### src/rtl/arm7_dp_sequencer_pkg.sv
// Shared encodings for the data-processing sequencer: datapath control word,
// FSM state and decode class types, plus the instruction classifier.
package arm7_dp_sequencer_pkg;

    typedef enum logic {ALU_WB_NONE, ALU_WB_REG_RD} alu_wb_t;
    typedef enum logic [1:0] {ADDR_NONE, ADDR_INCR, ADDR_ALU} addr_src_t;
    typedef enum logic [1:0] {B_NONE, B_IMM, B_REG_RM} b_src_t;
    typedef enum logic [1:0] {SHIFT_SRC_NONE, SHIFT_SRC_IMM, SHIFT_SRC_REG} shift_src_t;
    typedef enum logic [1:0] {SHIFT_LSL, SHIFT_LSR, SHIFT_ASR, SHIFT_ROR} shift_type_t;

    typedef struct packed {
        logic [3:0]  alu_op;
        logic        set_alu_flags;
        alu_wb_t     alu_writeback;
        addr_src_t   addr_bus_src;
        logic        incrementer_writeback;
        b_src_t      b_bus_source;
        logic [11:0] b_bus_imm;
        shift_src_t  shift_source;
        shift_type_t shift_type;
        logic [4:0]  shift_amount;
        logic        latch_shift_amt;
        logic        use_shift_latch;
    } control_t;

    typedef enum logic [2:0] {S_IDLE, S_EX, S_RS, S_EX2, S_UND, S_REF1, S_REF2} dp_seq_state_t;
    typedef enum logic [1:0] {CLASS_IMM, CLASS_RSI, CLASS_RSR, CLASS_UNDEF} dp_class_t;

    localparam control_t CONTROL_ZERO = '0;

    // Bus cycle that only advances the PC; used for condition fails and refills.
    localparam control_t CONTROL_NOP = '{
        alu_op:                4'h0,
        set_alu_flags:         1'b0,
        alu_writeback:         ALU_WB_NONE,
        addr_bus_src:          ADDR_INCR,
        incrementer_writeback: 1'b1,
        b_bus_source:          B_NONE,
        b_bus_imm:             12'h000,
        shift_source:          SHIFT_SRC_NONE,
        shift_type:            SHIFT_LSL,
        shift_amount:          5'd0,
        latch_shift_amt:       1'b0,
        use_shift_latch:       1'b0
    };

    function automatic dp_class_t dp_classify(input logic [31:0] word);
        dp_class_t c;
        c = CLASS_UNDEF;
        if (word[27:25] == 3'b001)
            c = CLASS_IMM;
        else if (word[27:25] == 3'b000 && !word[4])
            c = CLASS_RSI;
        else if (word[27:25] == 3'b000 && !word[7])
            c = CLASS_RSR;
        return c;
    endfunction

endpackage

### src/rtl/arm7_dp_decode.sv
// Combinational field decode of the latched data-processing instruction.
module arm7_dp_decode
    import arm7_dp_sequencer_pkg::*;
(
    input  logic [31:0] ir,
    output dp_class_t   dp_class,
    output logic [3:0]  alu_op,
    output logic        set_flags,
    output logic        wb_none,
    output logic        rd_is_pc
);

    logic unused_bits;
    assign unused_bits = ^{ir[31:28], ir[11:8], ir[3:0]};

    assign dp_class  = dp_classify(ir);
    assign alu_op    = ir[24:21];
    assign set_flags = ir[20];
    // TST/TEQ/CMP/CMN only update flags.
    assign wb_none   = (ir[24:23] == 2'b10);
    assign rd_is_pc  = (ir[15:12] == 4'hF);

endmodule

### src/rtl/arm7_dp_sequencer.sv
// Data-processing instruction sequencer: expands each accepted instruction
// into datapath control words, handling reg-shifts, cond-fail NOPs and PC refill.
//
// state  | meaning
// S_IDLE | no instruction, all-zero control
// S_EX   | single-cycle IMM/RSI execute
// S_RS   | RSR cycle 1, latch shift amount from Rs
// S_EX2  | RSR cycle 2, execute with latched shift
// S_UND  | undefined encoding, NOP + undef pulse
// S_REF1 | pipeline refill after PC write, not ready
// S_REF2 | pipeline refill, ready for next
module arm7_dp_sequencer
    import arm7_dp_sequencer_pkg::*;
(
    input  logic        clk,
    input  logic        rst_n,
    input  logic        instr_valid,
    input  logic [31:0] instr,
    output logic        instr_ready,
    output logic [3:0]  cond,
    input  logic        cond_pass,
    output control_t    control,
    output logic        flush,
    output logic        undef
);

    dp_seq_state_t state, next_state, entry_state;
    logic [31:0]   ir;
    dp_class_t     dp_class;
    logic [3:0]    alu_op;
    logic          set_flags, wb_none, rd_is_pc;
    control_t      ex_word, rs_word, ex2_word;

    arm7_dp_decode u_decode (
        .ir        (ir),
        .dp_class  (dp_class),
        .alu_op    (alu_op),
        .set_flags (set_flags),
        .wb_none   (wb_none),
        .rd_is_pc  (rd_is_pc)
    );

    assign cond = ir[31:28];

    always_comb begin
        case (dp_classify(instr))
            CLASS_IMM, CLASS_RSI: entry_state = S_EX;
            CLASS_RSR:            entry_state = S_RS;
            default:              entry_state = S_UND;
        endcase
    end

    always_comb begin
        ex_word                       = CONTROL_ZERO;
        ex_word.alu_op                = alu_op;
        ex_word.set_alu_flags         = set_flags;
        ex_word.alu_writeback         = wb_none ? ALU_WB_NONE : ALU_WB_REG_RD;
        ex_word.addr_bus_src          = ADDR_INCR;
        ex_word.incrementer_writeback = 1'b1;
        ex_word.shift_source          = SHIFT_SRC_IMM;
        if (dp_class == CLASS_IMM) begin
            ex_word.b_bus_source = B_IMM;
            ex_word.b_bus_imm    = ir[11:0];
            ex_word.shift_type   = SHIFT_ROR;
            ex_word.shift_amount = {ir[11:8], 1'b0};
        end else begin
            ex_word.b_bus_source = B_REG_RM;
            ex_word.shift_type   = shift_type_t'(ir[6:5]);
            ex_word.shift_amount = ir[11:7];
        end

        rs_word                       = CONTROL_ZERO;
        rs_word.latch_shift_amt       = 1'b1;
        rs_word.shift_source          = SHIFT_SRC_REG;
        rs_word.addr_bus_src          = ADDR_INCR;
        rs_word.incrementer_writeback = 1'b1;

        ex2_word                 = CONTROL_ZERO;
        ex2_word.alu_op          = alu_op;
        ex2_word.set_alu_flags   = set_flags;
        ex2_word.alu_writeback   = wb_none ? ALU_WB_NONE : ALU_WB_REG_RD;
        ex2_word.b_bus_source    = B_REG_RM;
        ex2_word.shift_source    = SHIFT_SRC_REG;
        ex2_word.use_shift_latch = 1'b1;
        ex2_word.shift_type      = shift_type_t'(ir[6:5]);
    end

    always_comb begin
        next_state  = state;
        control     = CONTROL_ZERO;
        instr_ready = 1'b1;
        flush       = 1'b0;
        undef       = 1'b0;
        case (state)
            S_IDLE: ;
            S_EX, S_EX2: begin
                if (state == S_EX && !cond_pass) begin
                    control = CONTROL_NOP;
                end else begin
                    control = (state == S_EX) ? ex_word : ex2_word;
                    // EX2 inherits the condition result sampled in S_RS.
                    if (rd_is_pc && !wb_none) begin
                        control.addr_bus_src          = ADDR_ALU;
                        control.incrementer_writeback = 1'b0;
                        flush       = 1'b1;
                        instr_ready = 1'b0;
                        next_state  = S_REF1;
                    end
                end
            end
            S_RS: begin
                if (!cond_pass) begin
                    control = CONTROL_NOP;
                end else begin
                    control     = rs_word;
                    instr_ready = 1'b0;
                    next_state  = S_EX2;
                end
            end
            S_UND: begin
                control = CONTROL_NOP;
                undef   = cond_pass;
            end
            S_REF1: begin
                control     = CONTROL_NOP;
                instr_ready = 1'b0;
                next_state  = S_REF2;
            end
            S_REF2:  control = CONTROL_NOP;
            default: next_state = S_IDLE;
        endcase
        if (instr_ready)
            next_state = instr_valid ? entry_state : S_IDLE;
    end

    always_ff @(posedge clk or negedge rst_n) begin
        if (!rst_n) begin
            state <= S_IDLE;
            ir    <= '0;
        end else begin
            state <= next_state;
            if (instr_valid && instr_ready)
                ir <= instr;
        end
    end

endmodule

### config.mk
export PLATFORM = sky130hd
export DESIGN_NAME = arm7_dp_sequencer
export DESIGN_NICKNAME = d
export VERILOG_FILES = /design/src/rtl/arm7_dp_sequencer_pkg.sv /design/src/rtl/arm7_dp_decode.sv /design/src/rtl/arm7_dp_sequencer.sv
export SDC_FILE = /design/constraint.sdc
export NUM_CORES = 1
export LEC_CHECK = 0
export BUFFER_PORTS_ARGS = -buffer_cell sky130_fd_sc_hd__clkbuf_2
export CAP_MARGIN = 20
export CORE_MARGIN = 3
export CORE_UTILIZATION = 42
export CTS_CLUSTER_SIZE = 16
export DETAILED_ROUTE_END_ITERATION = 6
export HOLD_SLACK_MARGIN = 0.02
export PLACE_DENSITY = 0.75
export SLEW_MARGIN = 5
export SYNTH_ARGS = -nofsm -noshare
export SYNTH_HDL_FRONTEND = slang
export SYNTH_SLANG_ARGS = --single-unit
### constraint.sdc
create_clock -name clk -period 1.9 [get_ports clk]
set_input_delay 0.285 -clock clk [delete_from_list [all_inputs] [get_ports clk]]
set_output_delay 0.285 -clock clk [all_outputs]
set_load 0.01 [all_outputs]
[After elaboration in Yosys (flattened, before gate mapping)]
Cells that the tools add are included.
Widths: inputs -> output; s select.
Word-level totals
  register bits: 35
  input port bits: 36
  output and inout bits: 41
  word-level logic and storage cells: 71
Cells by class
  equality and inequality tests: 16
  multiplexer cells: 30
  reductions and logical operators: 23
Operators by type and width (number)
  $pmux 34 s3: 1
  $mux 34: 1
  $mux 27: 1
  $mux 3: 6
  $mux 12: 1
  $pmux 3 s4: 1
  $mux 11: 1
  $mux 1: 10
  $mux 2: 5
  $eq 3x1->1 const B: 3
  $eq 3x3->1 const B: 3
  $logic_not 3->1: 3
  $ne 3x3->1 const B: 3
  $logic_and 1x1->1: 7
  $mux 7: 1
  $eq 3x2->1 const B: 2
  $logic_not 1->1: 6
  $pmux 3 s2: 1
  $reduce_or 3->1: 2
  $eq 2x2->1 const B: 2
  $eq 4x4->1 const B: 1
  $logic_not 2->1: 2
  $reduce_and 4->1: 1
  $reduce_or 2->1: 2
  other kinds (3): 3

[Logic depth before layout (Yosys ltp)]
Gate-level depths: netlist of run 1.
  depth in word-level cells: 11
  depth in mapped cells: 7
  depth with buffers taken out: 4

[Cells and area by module]
A second synthesis of run 1 with hierarchy kept.
Unflattened totals
  cells, all modules: 167
  area, all modules: 1999.4 µm²
By module, submodules not included
  arm7_dp_sequencer: times used 1, cells each 155, area an instance 1909.3 µm², seq. area each 875.8 µm²
  arm7_dp_decode: times used 1, cells each 12, area an instance 90.1 µm², seq. area each 0.0 µm²

[Worst setup path after synthesis of run 1]
No wires, ideal clock.
  kind: reg-to-reg
  start point: register state[2]
  end point: register ir[0]
  setup time: 0.125 ns
  data arrival time: 1.697 ns
  slack: 0.077 ns
  cell stages (with the launch flop): 7
  buffers on the path: 2
  period minus slack after synthesis: 1.823 ns
  path through: dfrtp_1 > nand2b_4 > nor4_4 > and3b_1 > buf_6 > buf_12 > mux2_4
On the way
  cells in the longest elaborated chain, start to end: 5
  elaborated cells between the ends (all ways): 9
  classes of those cells: eq/ne (4); mux (2); reduce/logical (3)
RTL lines
  from (decl): line arm7_dp_sequencer.sv:27  | dp_seq_state_t state, next_state, entry_state;
  from (signal assigned): line arm7_dp_sequencer.sv:141  | state <= next_state;
  $eq 3x1->1: line arm7_dp_sequencer.sv:94, arm7_dp_sequencer.sv:97
  $logic_and 1x1->1: line arm7_dp_sequencer.sv:97  | if (state == S_EX && !cond_pass) begin
  $mux 1: line arm7_dp_sequencer.sv:97
  $pmux 1 s3 *: line arm7_dp_sequencer.sv:94  | case (state)
  $logic_and 1x1->1 *: line arm7_dp_sequencer.sv:142  | if (instr_valid && instr_ready)
  to (signal assigned): line arm7_dp_sequencer.sv:143  | ir <= instr;
  to (decl): line arm7_dp_sequencer.sv:28  | logic [31:0] ir;
Mark *: on every way between the ends. The rest lies on a longest branch, timed or not.
A chain may end at the register's enable or synchronous reset.

==> metrics, run 1 <==
setup tns final=-0.298 ns; synthesized instance count=139; RSZ-0062 raised after global routing=yes; Fmax=514 MHz; number of fill cells=317; DRC Markers=0; LEAKAGE=1.29 nW; row cnt=22; Setup-failing EPs final=12; number of max-cap violations=0; #FFs+latches synth=31; first-pass iteration count of the detailed router=4; yosys warns=0; Syn Std Cell Area=1760 sq um; outcome=finished with violations; most common cell after layout, fill and taps aside=clkbuf_2; RD Place Congestion=0.766; Worst-path clk slew=0.06 ns; met1 Use GR=20.4%; post-synthesis sequential area ratio=44.2%; Syn-to-layout area delta=38.1%; Synth cell types=33; Critical Path End Type=primary output; Finished Core Util=62.9%; Top Usage Layer GRT=met2; initial antenna violation count=0; I/O pins=77; H-tree levels=2; Die ar.=4990 sq um; Worst Setup Slack, final=-0.0448 ns; Max FO, Critical Path=7; Num CTS Buffers=5; syn avg cell area=12.6 sq um; crit-path leading delay family=simple AND/OR/NAND/NOR gates; Clock Path Buffers=2; CORE AREA=3850 sq um; Tot GR Track Use=16.4%; vias=1,340; max incr delay on CP=0.40 ns; via/cell ratio=4.91; crit path max-delay cell type=dfrtp_1; commonest non-fill, non-tap cells in the layout=clkbuf_2, dfrtp_1, mux2_4; min-delay worst type=in -> async; VDD IR max=0.000372 V; Worst EP arrival=1.66 ns; GRT met2 Usage=27.2%; die boundary width=70.7 um; # nets final=260; Multi-input gate area=906 sq um; Setup CP Type=reg -> out; CTS tree=yes; largest net degree at the start of global routing=32; Slew headroom=50.0%; most used cell, CP=buf_6; first-pass GRT wire length=6.42 mm; WL per Instance=15.2 um; DRT Wirelength=4.15 mm; GR Overflow Total=0; port buffer count=72; Die Span Y=70.7 um; Antenna diodes=0; syn nets=175; violated checks=negative setup slack; Final ANT Viol Nets=0; Power per Cell Area=727 nW/um^2; post-layout min period=1.94 ns; critical path cell sequence=buf_6 -> nor4_4 -> buf_4 -> and3_4 -> buf_6; clk sink count=31; Clock Root Buffer=clkbuf_8; number of global-route vias before repair=1,359; later-pin clock latency in the skew report=0.28 ns; final hold vios=0; Clock Skews=0.00498 ns; M3 GR Usage=4.26%; CP bufs+invs=3; Initial Util=45.6%; share of cells above drive strength 1=65.3%; hold slack=0.0654 ns; register area=776 sq um; initial DRC count=72; WP data required=1.62 ns; worst slack, placed=0.0539 ns; fin crit share=102%; Final Max Tran Viols=0; Worst Tran Pin Value=0.750 ns; Startpoint Class=flop; DPL Wire Length=2.97 mm
[power by group]
group | internal (W) | total [W] | switching, W
sequential | 0.000745 | 0.000804 | 0.0000585
clock | 0.000330 | 0.000558 | 0.000228
combinational | 0.000241 | 0.000401 | 0.000159
total | 0.00132 | 0.00176 | 0.000446
[area by class of cell]
type	instances	area share [%]
multi-input cells	92	37.4
flip-flops and latches	31	32.0
repair buffers	92	23.7
clock buffers	8	4.13
well taps	48	2.48
inverters	2	0.310
[worst register-to-register path: cells and delay by family, from the launching register on]
kind / cells / cell delay, ns
multiplexers: 1 / 0.31
AND/OR/NAND/NOR: 3 / 0.81
buffers and inverters: 1 / 0.21
flip-flops: 1 / 0.40
[per-stage QoR]
step | total power [W] | area (sq um) | cells
after floorplan | 0.00107 | 1760 | 139
after global placement | 0.00116 | 2170 | 257
after detailed placement | 0.00118 | 2170 | 257
after CTS | 0.00176 | 2330 | 269
after global routing | 0.00185 | 2420 | 273
final | 0.00176 | 2420 | 273
[cell families (layout without fill, tap and decap cells)]
group / after synthesis / after routing / synth area share [%]
buffers and inverters: 16 / 102 / 7.91
AOI/OAI and AO/OA: 11 / 11 / 4.56
muxes: 28 / 28 / 23.7
DFF: 31 / 31 / 44.2
and+or+nand+nor: 53 / 53 / 19.6
[cells in the mapped netlist, drive strengths merged]
library cell  count  area, sq um
and3             12         75.1
buf              12          124
or4b              1         10.0
nor3              1         5.00
a31o              1         8.76
nor4              4         40.0
o31ai             1         7.51
and4bb            1         12.5
and2             11         68.8
a22oi             1         7.51
o21ai             3         15.0
nor2             11         41.3
nand4             1         6.26
o2111a            1         11.3
nor2b             2         12.5
a21oi             2         10.0
nand3b            1         7.51
clkbuf            2         7.51
dfrtp            31          776
mux2             28          417
a21bo             2         20.0
and2b             2         15.0
nand2b            3         26.3
nor3b             2         15.0
inv               2         7.51
and3b             1         8.76
[state kept, by name (all words and copies together), names as in the netlist]
signal  cells
ir         28
state       3
[layer usage]
layer	share of wire, %	vias to the layer above
met4	1.1	0
met2	52	30
met1	43	650
li1	-	653
met3	4.2	7
met5	0	-
[worst paths after layout]
kind / from / to / slack (ns) / cells after the start
max: state[1]$_DFFE_PN0P_ / control[15] / -0.04 / 5
min: rst_n / ir[8]$_DFFE_PN0P_ / 0.07 / 1
max reg2reg: state[1]$_DFFE_PN0P_ / ir[5]$_DFFE_PN0P_ / 0.07 / 5
min reg2reg: ir[20]$_DFFE_PN0P_ / ir[20]$_DFFE_PN0P_ / 0.50 / 1
max in group asynchronous: rst_n / ir[31]$_DFFE_PN0P_ / 1.36 / 1
min in group clk: instr[3] / ir[3]$_DFFE_PN0P_ / 0.23 / 2
[what timing repair did]
action | CTS | global route
gates cloned | 1 | 0
resized for setup | 7 | 28
buffers inserted | 3 | 4
hold buffers | 0 | 0
pin swaps | 2 | 2
endpoints found under the setup margin | 14 | 48
Note: power is estimated with default switching activity, not from simulation.
==> inputs of run 2 (changes only) <==
CAP_MARGIN = 30   (was 20)
CORE_ASPECT_RATIO = 0.8   (was not set)
TNS_END_PERCENT = 5   (was not set)
==> run 2 against run 1 <==
Cell count is 1.8% higher; critical path type unchanged; the flow still finishes with violations (negative setup slack); sequential cell count stayed put; sequential share of layout area is 0.88 points higher; highest routed layer unchanged.
==> metrics, run 2 (synthesis gave the netlist of run 1 again) <==
Setup CP Type=reg -> out; min-delay worst type=in -> async; # nets final=259 (-0.38%); vias=1,354 (+1.0%); Final Max Tran Viols=0 (unchanged); Initial Util=45.0% (-0.58 points); Die Span Y=63.8 um (-9.7%); number of global-route vias before repair=1,383 (+1.8%); cell-internal power=0.00126 W (-4.1%); Num CTS Buffers=5 (unchanged); hold slack=0.0734 ns (+0.00797 ns); GR Overflow Total=0 (unchanged); most common cell after layout, fill and taps aside=clkbuf_2; LEAKAGE=1.28 nW (-0.41%); first-pass iteration count of the detailed router=4 (unchanged); RSZ-0062 raised after global routing=yes; port buffer count=72 (unchanged); final hold vios=0 (unchanged); clk sink count=31 (unchanged); CTS tree=yes; first-pass GRT wire length=6.68 mm (+4.1%); Reg power frac=47.0% (+1.4 points); critical path cell sequence=and2b_1 -> nor4_4 -> buf_4 -> and2b_1 -> clkbuf_2; WP data required=1.62 ns (about the same); Largest register FFs=28 (unchanged); switch share=25.9% (+0.61 points); Startpoint Class=flop; die boundary width=78.3 um (+11%); Clock Root Buffer=clkbuf_8; initial antenna violation count=0 (unchanged); Clock Path Buffers=2 (unchanged); Clk pwr share=29.9% (-1.8 points); largest net degree at the start of global routing=32 (unchanged); Syn-to-layout area delta=34.6%; Worst Setup Slack, final=-0.00389 ns (+0.0409 ns); Power per Cell Area=721 nW/um^2 (-0.81%); switching pwr=0.000441 W (-0.98%); Max FO, Critical Path=3 (-4); Fmax=525 MHz (+2.2%); Setup-failing EPs final=1 (-11); setup tns final=-0.00389 ns (+0.294 ns); worst r2r path cells=6 (+1); Critical Path End Type=primary output; crit path max-delay cell type=dfrtp_1; Die ar.=5000 sq um (about the same); violated checks=negative setup slack; largest reg by FF count=ir; DRC Markers=0 (unchanged); CORE AREA=3900 sq um (+1.3%); Gate power share=23.1% (+0.4 points); Worst EP arrival=1.62 ns (-0.04 ns); Worst Tran Pin Value=0.771 ns (+0.0208 ns); DPL Wire Length=2.93 mm (-1.1%); WL per Instance=14.4 um (-5.2%); H-tree levels=2 (unchanged); share of cells above drive strength 1=65.0% (-0.31 points); commonest non-fill, non-tap cells in the layout=clkbuf_2, dfrtp_1, mux2_4; Post-CTS Hold Fix Bufs=0 (unchanged); I/O pins=77 (unchanged); initial DRC count=33 (-54%); DRT Wirelength=4.00 mm (-3.4%); Worst-path clk slew=0.06 ns (about the same); max incr delay on CP=0.40 ns (about the same); Antenna diodes=0 (unchanged); Final ANT Viol Nets=0 (unchanged); number of max-cap violations=0 (unchanged); Slew headroom=48.6% (-1.4 points); overall power=0.00170 W (-3.3%); VDD IR max=0.000453 V (+22%); via/cell ratio=4.87 (-0.77%); Tot GR Track Use=17.4% (+0.98 points); row cnt=20 (-9.1%); fin crit share=100% (-2.2 points); later-pin clock latency in the skew report=0.27 ns (about the same); RD Place Congestion=0.771 (+0.71%); Clock Skews=0.00581 ns (+0.000828 ns); largest registers=ir x28, state x3; outcome=finished with violations; post-layout min period=1.90 ns (-0.0409 ns); most used cell, CP=and2b_1
[run 2: cell count changes in the layout (fill, tap and decap cells not counted), moves of 2 or more]
cell | previous run | this run
buf_2 | 9 | 12
nor2b_1 | 2 | 0
and3_4 | 5 | 1
buf_6 | 5 | 2
and3_1 | 7 | 11
nor2b_2 | 0 | 2
[run 2: layer usage]
layer  up-vias  part of all wire [%]  GRT usage (%)
met4         0                   1.7           7.86
met2        43                    48           27.7
met5         -                     0              0
met1       655                    46           22.5
met3         4                   4.6           3.94
li1        652                     -              -
[run 2: power by group through the flow]
stage                     Clock [W]  Combinational [W]  Sequential, W
after detailed placement          0           0.000371       0.000809
after global routing       0.000555           0.000427       0.000815
after CTS                  0.000525           0.000378       0.000799
after global placement            0           0.000364       0.000805
final                      0.000510           0.000393       0.000801
after floorplan                   0           0.000280       0.000792
[run 2: final cells by class]
class | count | area (sq um)
clock buffer | 6 | 82.6
clock inverter | 1 | 5.00
fill | 344 | 1540
inverter | 2 | 7.51
multi-input combinational | 92 | 896
sequential | 31 | 777
tap | 55 | 68.8
timing repair buffer | 91 | 526
[run 2: timing repair]
| action | CTS | global route |
|---|---|---|
| setup endpoints to repair | 16 | 47 |
| cloned | 1 | 0 |
| buffers inserted | 1 | 4 |
| resized for setup | 5 | 25 |
| pin swaps | 2 | 1 |
[run 2: final timing paths]
check / slack (ns) / start / to
max in group asynchronous: 1.29 / rst_n / state[0]$_DFFE_PN0P_
hold reg to reg: 0.50 / ir[1]$_DFFE_PN0P_ / ir[1]$_DFFE_PN0P_
min in group clk: 0.24 / instr[31] / ir[31]$_DFFE_PN0P_
setup / recovery: -0.004 / ir[24]$_DFFE_PN0P_ / instr_ready
setup reg to reg: 0.09 / state[1]$_DFFE_PN0P_ / ir[13]$_DFFE_PN0P_
hold / removal: 0.07 / rst_n / ir[0]$_DFFE_PN0P_
[run 2: stage by stage]
| step | instances | util [%] | area, sq um | worst slack [ns] |
|---|---|---|---|---|
| 2_1_floorplan | 139 | - | 1760 | 0.0774 |
| 3_3_place_gp | 265 | 55.6 | 2170 | 0.0503 |
| 3_5_place_dp | 265 | 55.6 | 2170 | 0.0351 |
| 4_1_cts | 274 | 58.5 | 2280 | -0.0410 |
| 5_1_grt | 278 | 60.5 | 2360 | -0.105 |
| 6_report | 278 | 60.5 | 2360 | -0.00389 |
[run 2: worst max-delay path, delay by kind of cell, from the launching register on]
family | cells | cell delay [ns]
and+or+nand+nor | 3 | 0.67
DFF | 1 | 0.40
buffers and inverters | 2 | 0.28
==> inputs of run 3 (changes only) <==
PLACE_DENSITY = 0.77   (was 0.75)
clock period = 1.65 ns   (was 1.9 ns; I/O delays follow)
==> run 3 against run 2 <==
The run still ends with negative setup slack left; critical path depth unchanged; clock-buffer cell count is 1 higher; cell count increased by 3.6%; utilization up 3.5 points; non-clock buffer count rose by 9; wire length up 3.9%.
==> metrics, run 3 (synthesis gave the netlist of run 1 again) <==
Die Span Y=63.8 um (unchanged); Critical Path End Type=primary output; DRT Wirelength=4.16 mm (+3.9%); number of max-cap violations=0 (unchanged); setup bufs post-CTS=0 (-1); # nets final=268 (+3.5%); final hold vios=0 (unchanged); fin crit share=114%; largest net degree at the start of global routing=32 (unchanged); Initial Util=45.0% (unchanged); Num CTS Buffers=5 (unchanged); post-layout min period=1.88 ns; Largest register FFs=28 (unchanged); clk sink count=31 (unchanged); Power per Cell Area=791 nW/um^2 (+9.6%); Placed Cells=278 (+4.9%); later-pin clock latency in the skew report=0.28 ns (about the same); GR Overflow Total=0 (unchanged); critical path cell sequence=nand2b_4 -> nor4_4 -> buf_4 -> and3_1 -> buf_2; violated checks=negative setup slack; crit path max-delay cell type=dfrtp_1; I/O pins=77 (unchanged); H-tree levels=2 (unchanged); max incr delay on CP=0.37 ns (-0.03 ns); Setup CP Type=reg -> out; initial DRC count=101 (+210%); Startpoint Class=flop; DPL Wire Length=3.10 mm (+5.6%); Clock Root Buffer=clkbuf_8; via/cell ratio=4.83 (-0.83%); Final Max Tran Viols=0 (unchanged); DRC Markers=0 (unchanged); Tot GR Track Use=17.0% (-0.33 points); Die ar.=5000 sq um (unchanged); Fmax=533 MHz; Max FO, Critical Path=7 (+4); min-delay worst type=in -> reg; port buffer count=72 (unchanged); worst slack, placed=-0.140 ns (-0.175 ns); most common cell after layout, fill and taps aside=clkbuf_2; share of cells above drive strength 1=67.0% (+1.9 points); WP data required=1.40 ns (-0.22 ns); Clock Skews=0.00349 ns (-0.00232 ns); commonest non-fill, non-tap cells in the layout=clkbuf_2, dfrtp_1, mux2_4; LEAKAGE=1.31 nW (+2.6%); RD Place Congestion=0.791 (+2.5%); first-pass GRT wire length=6.65 mm (-0.42%); outcome=finished with violations; initial antenna violation count=0 (unchanged); row cnt=20 (unchanged); Worst Setup Slack, final=-0.226 ns (-0.222 ns); largest registers=ir x28, state x3; CORE AREA=3900 sq um (unchanged); RSZ-0062 raised after global routing=yes; number of global-route vias before repair=1,431 (+3.5%); first-pass iteration count of the detailed router=4 (unchanged); Clock Path Buffers=2 (unchanged); overall power=0.00198 W (+16%); Worst Tran Pin Value=0.391 ns (-0.380 ns); setup tns final=-6.59 ns (-6.59 ns); largest reg by FF count=ir; vias=1,391 (+2.7%); CTS tree=yes; Post-Layout Cell Count=288 (+3.6%); Slew headroom=73.9% (+25 points); WL per Instance=14.4 um (+0.31%); Worst-path clk slew=0.06 ns (about the same); Worst EP arrival=1.63 ns (about the same); hold slack=0.195 ns (+0.122 ns); VDD IR max=0.000591 V (+30%); Syn-to-layout area delta=42.4%; Setup-failing EPs final=55 (+54); Antenna diodes=0 (unchanged); die boundary width=78.3 um (unchanged); Final ANT Viol Nets=0 (unchanged)
-- run 3: final timing paths --
kind,endpoint,cells after the start,startpoint,slack (ns)
worst max-delay path,control[21],5,ir[26]$_DFFE_PN0P_,-0.23
worst max register to register,ir[13]$_DFFE_PN0P_,5,state[2]$_DFFE_PN0P_,-0.12
worst min-delay path,ir[12]$_DFFE_PN0P_,2,instr[12],0.20
worst min register to register,ir[21]$_DFFE_PN0P_,1,ir[21]$_DFFE_PN0P_,0.51
max in group asynchronous,ir[9]$_DFFE_PN0P_,3,rst_n,0.85
min in group asynchronous,ir[24]$_DFFE_PN0P_,3,rst_n,0.51
-- run 3: what timing repair did --
action                                 4_1_cts  5_1_grt
resized for setup                           10       35
hold buffers                                 1        0
pin swaps                                    5        8
setup endpoints to repair                   63       67
gates cloned                                 1        0
endpoints found under the hold margin       31        0
-- run 3: metal layers --
layer / global-route usage, % / up-vias / wire [um]
met3: 5.63 / 7 / 236
met1: 21.8 / 672 / 1910
met4: 4.37 / 0 / 80
li1: - / 671 / -
met5: 0 / - / 0
met2: 27.8 / 41 / 1930
-- run 3: metrics by stage --
| stage | utilization (%) | cell area, sq um |
|---|---|---|
| floorplan | - | 1760 |
| global placement | 58.1 | 2270 |
| detailed placement | 58.1 | 2270 |
| CTS | 61.5 | 2400 |
| global route | 64.0 | 2500 |
| finish | 64.0 | 2500 |
-- run 3: cell type report --
| cell class | instances | area [sq um] |
|---|---|---|
| Multi-Input combinational cell | 92 | 928 |
| Tap cell | 55 | 68.8 |
| Sequential cell | 31 | 776 |
| Timing Repair Buffer | 100 | 638 |
| Clock buffer | 7 | 76.3 |
| Fill cell | 311 | 1400 |
| Clock inverter | 1 | 5.00 |
| Inverter | 2 | 7.51 |
-- run 3: power breakdown --
part	internal, W	switching [W]
clock network	0.000295	0.000264
logic	0.000299	0.000195
registers	0.000858	0.0000654
total	0.00145	0.000524
-- run 3: critical path: cells and delay by family, from the launching register on --
kind	cells	cell delay, ns
AND/OR/NAND/NOR	3	0.63
flip-flops	1	0.37
buffers and inverters	2	0.34
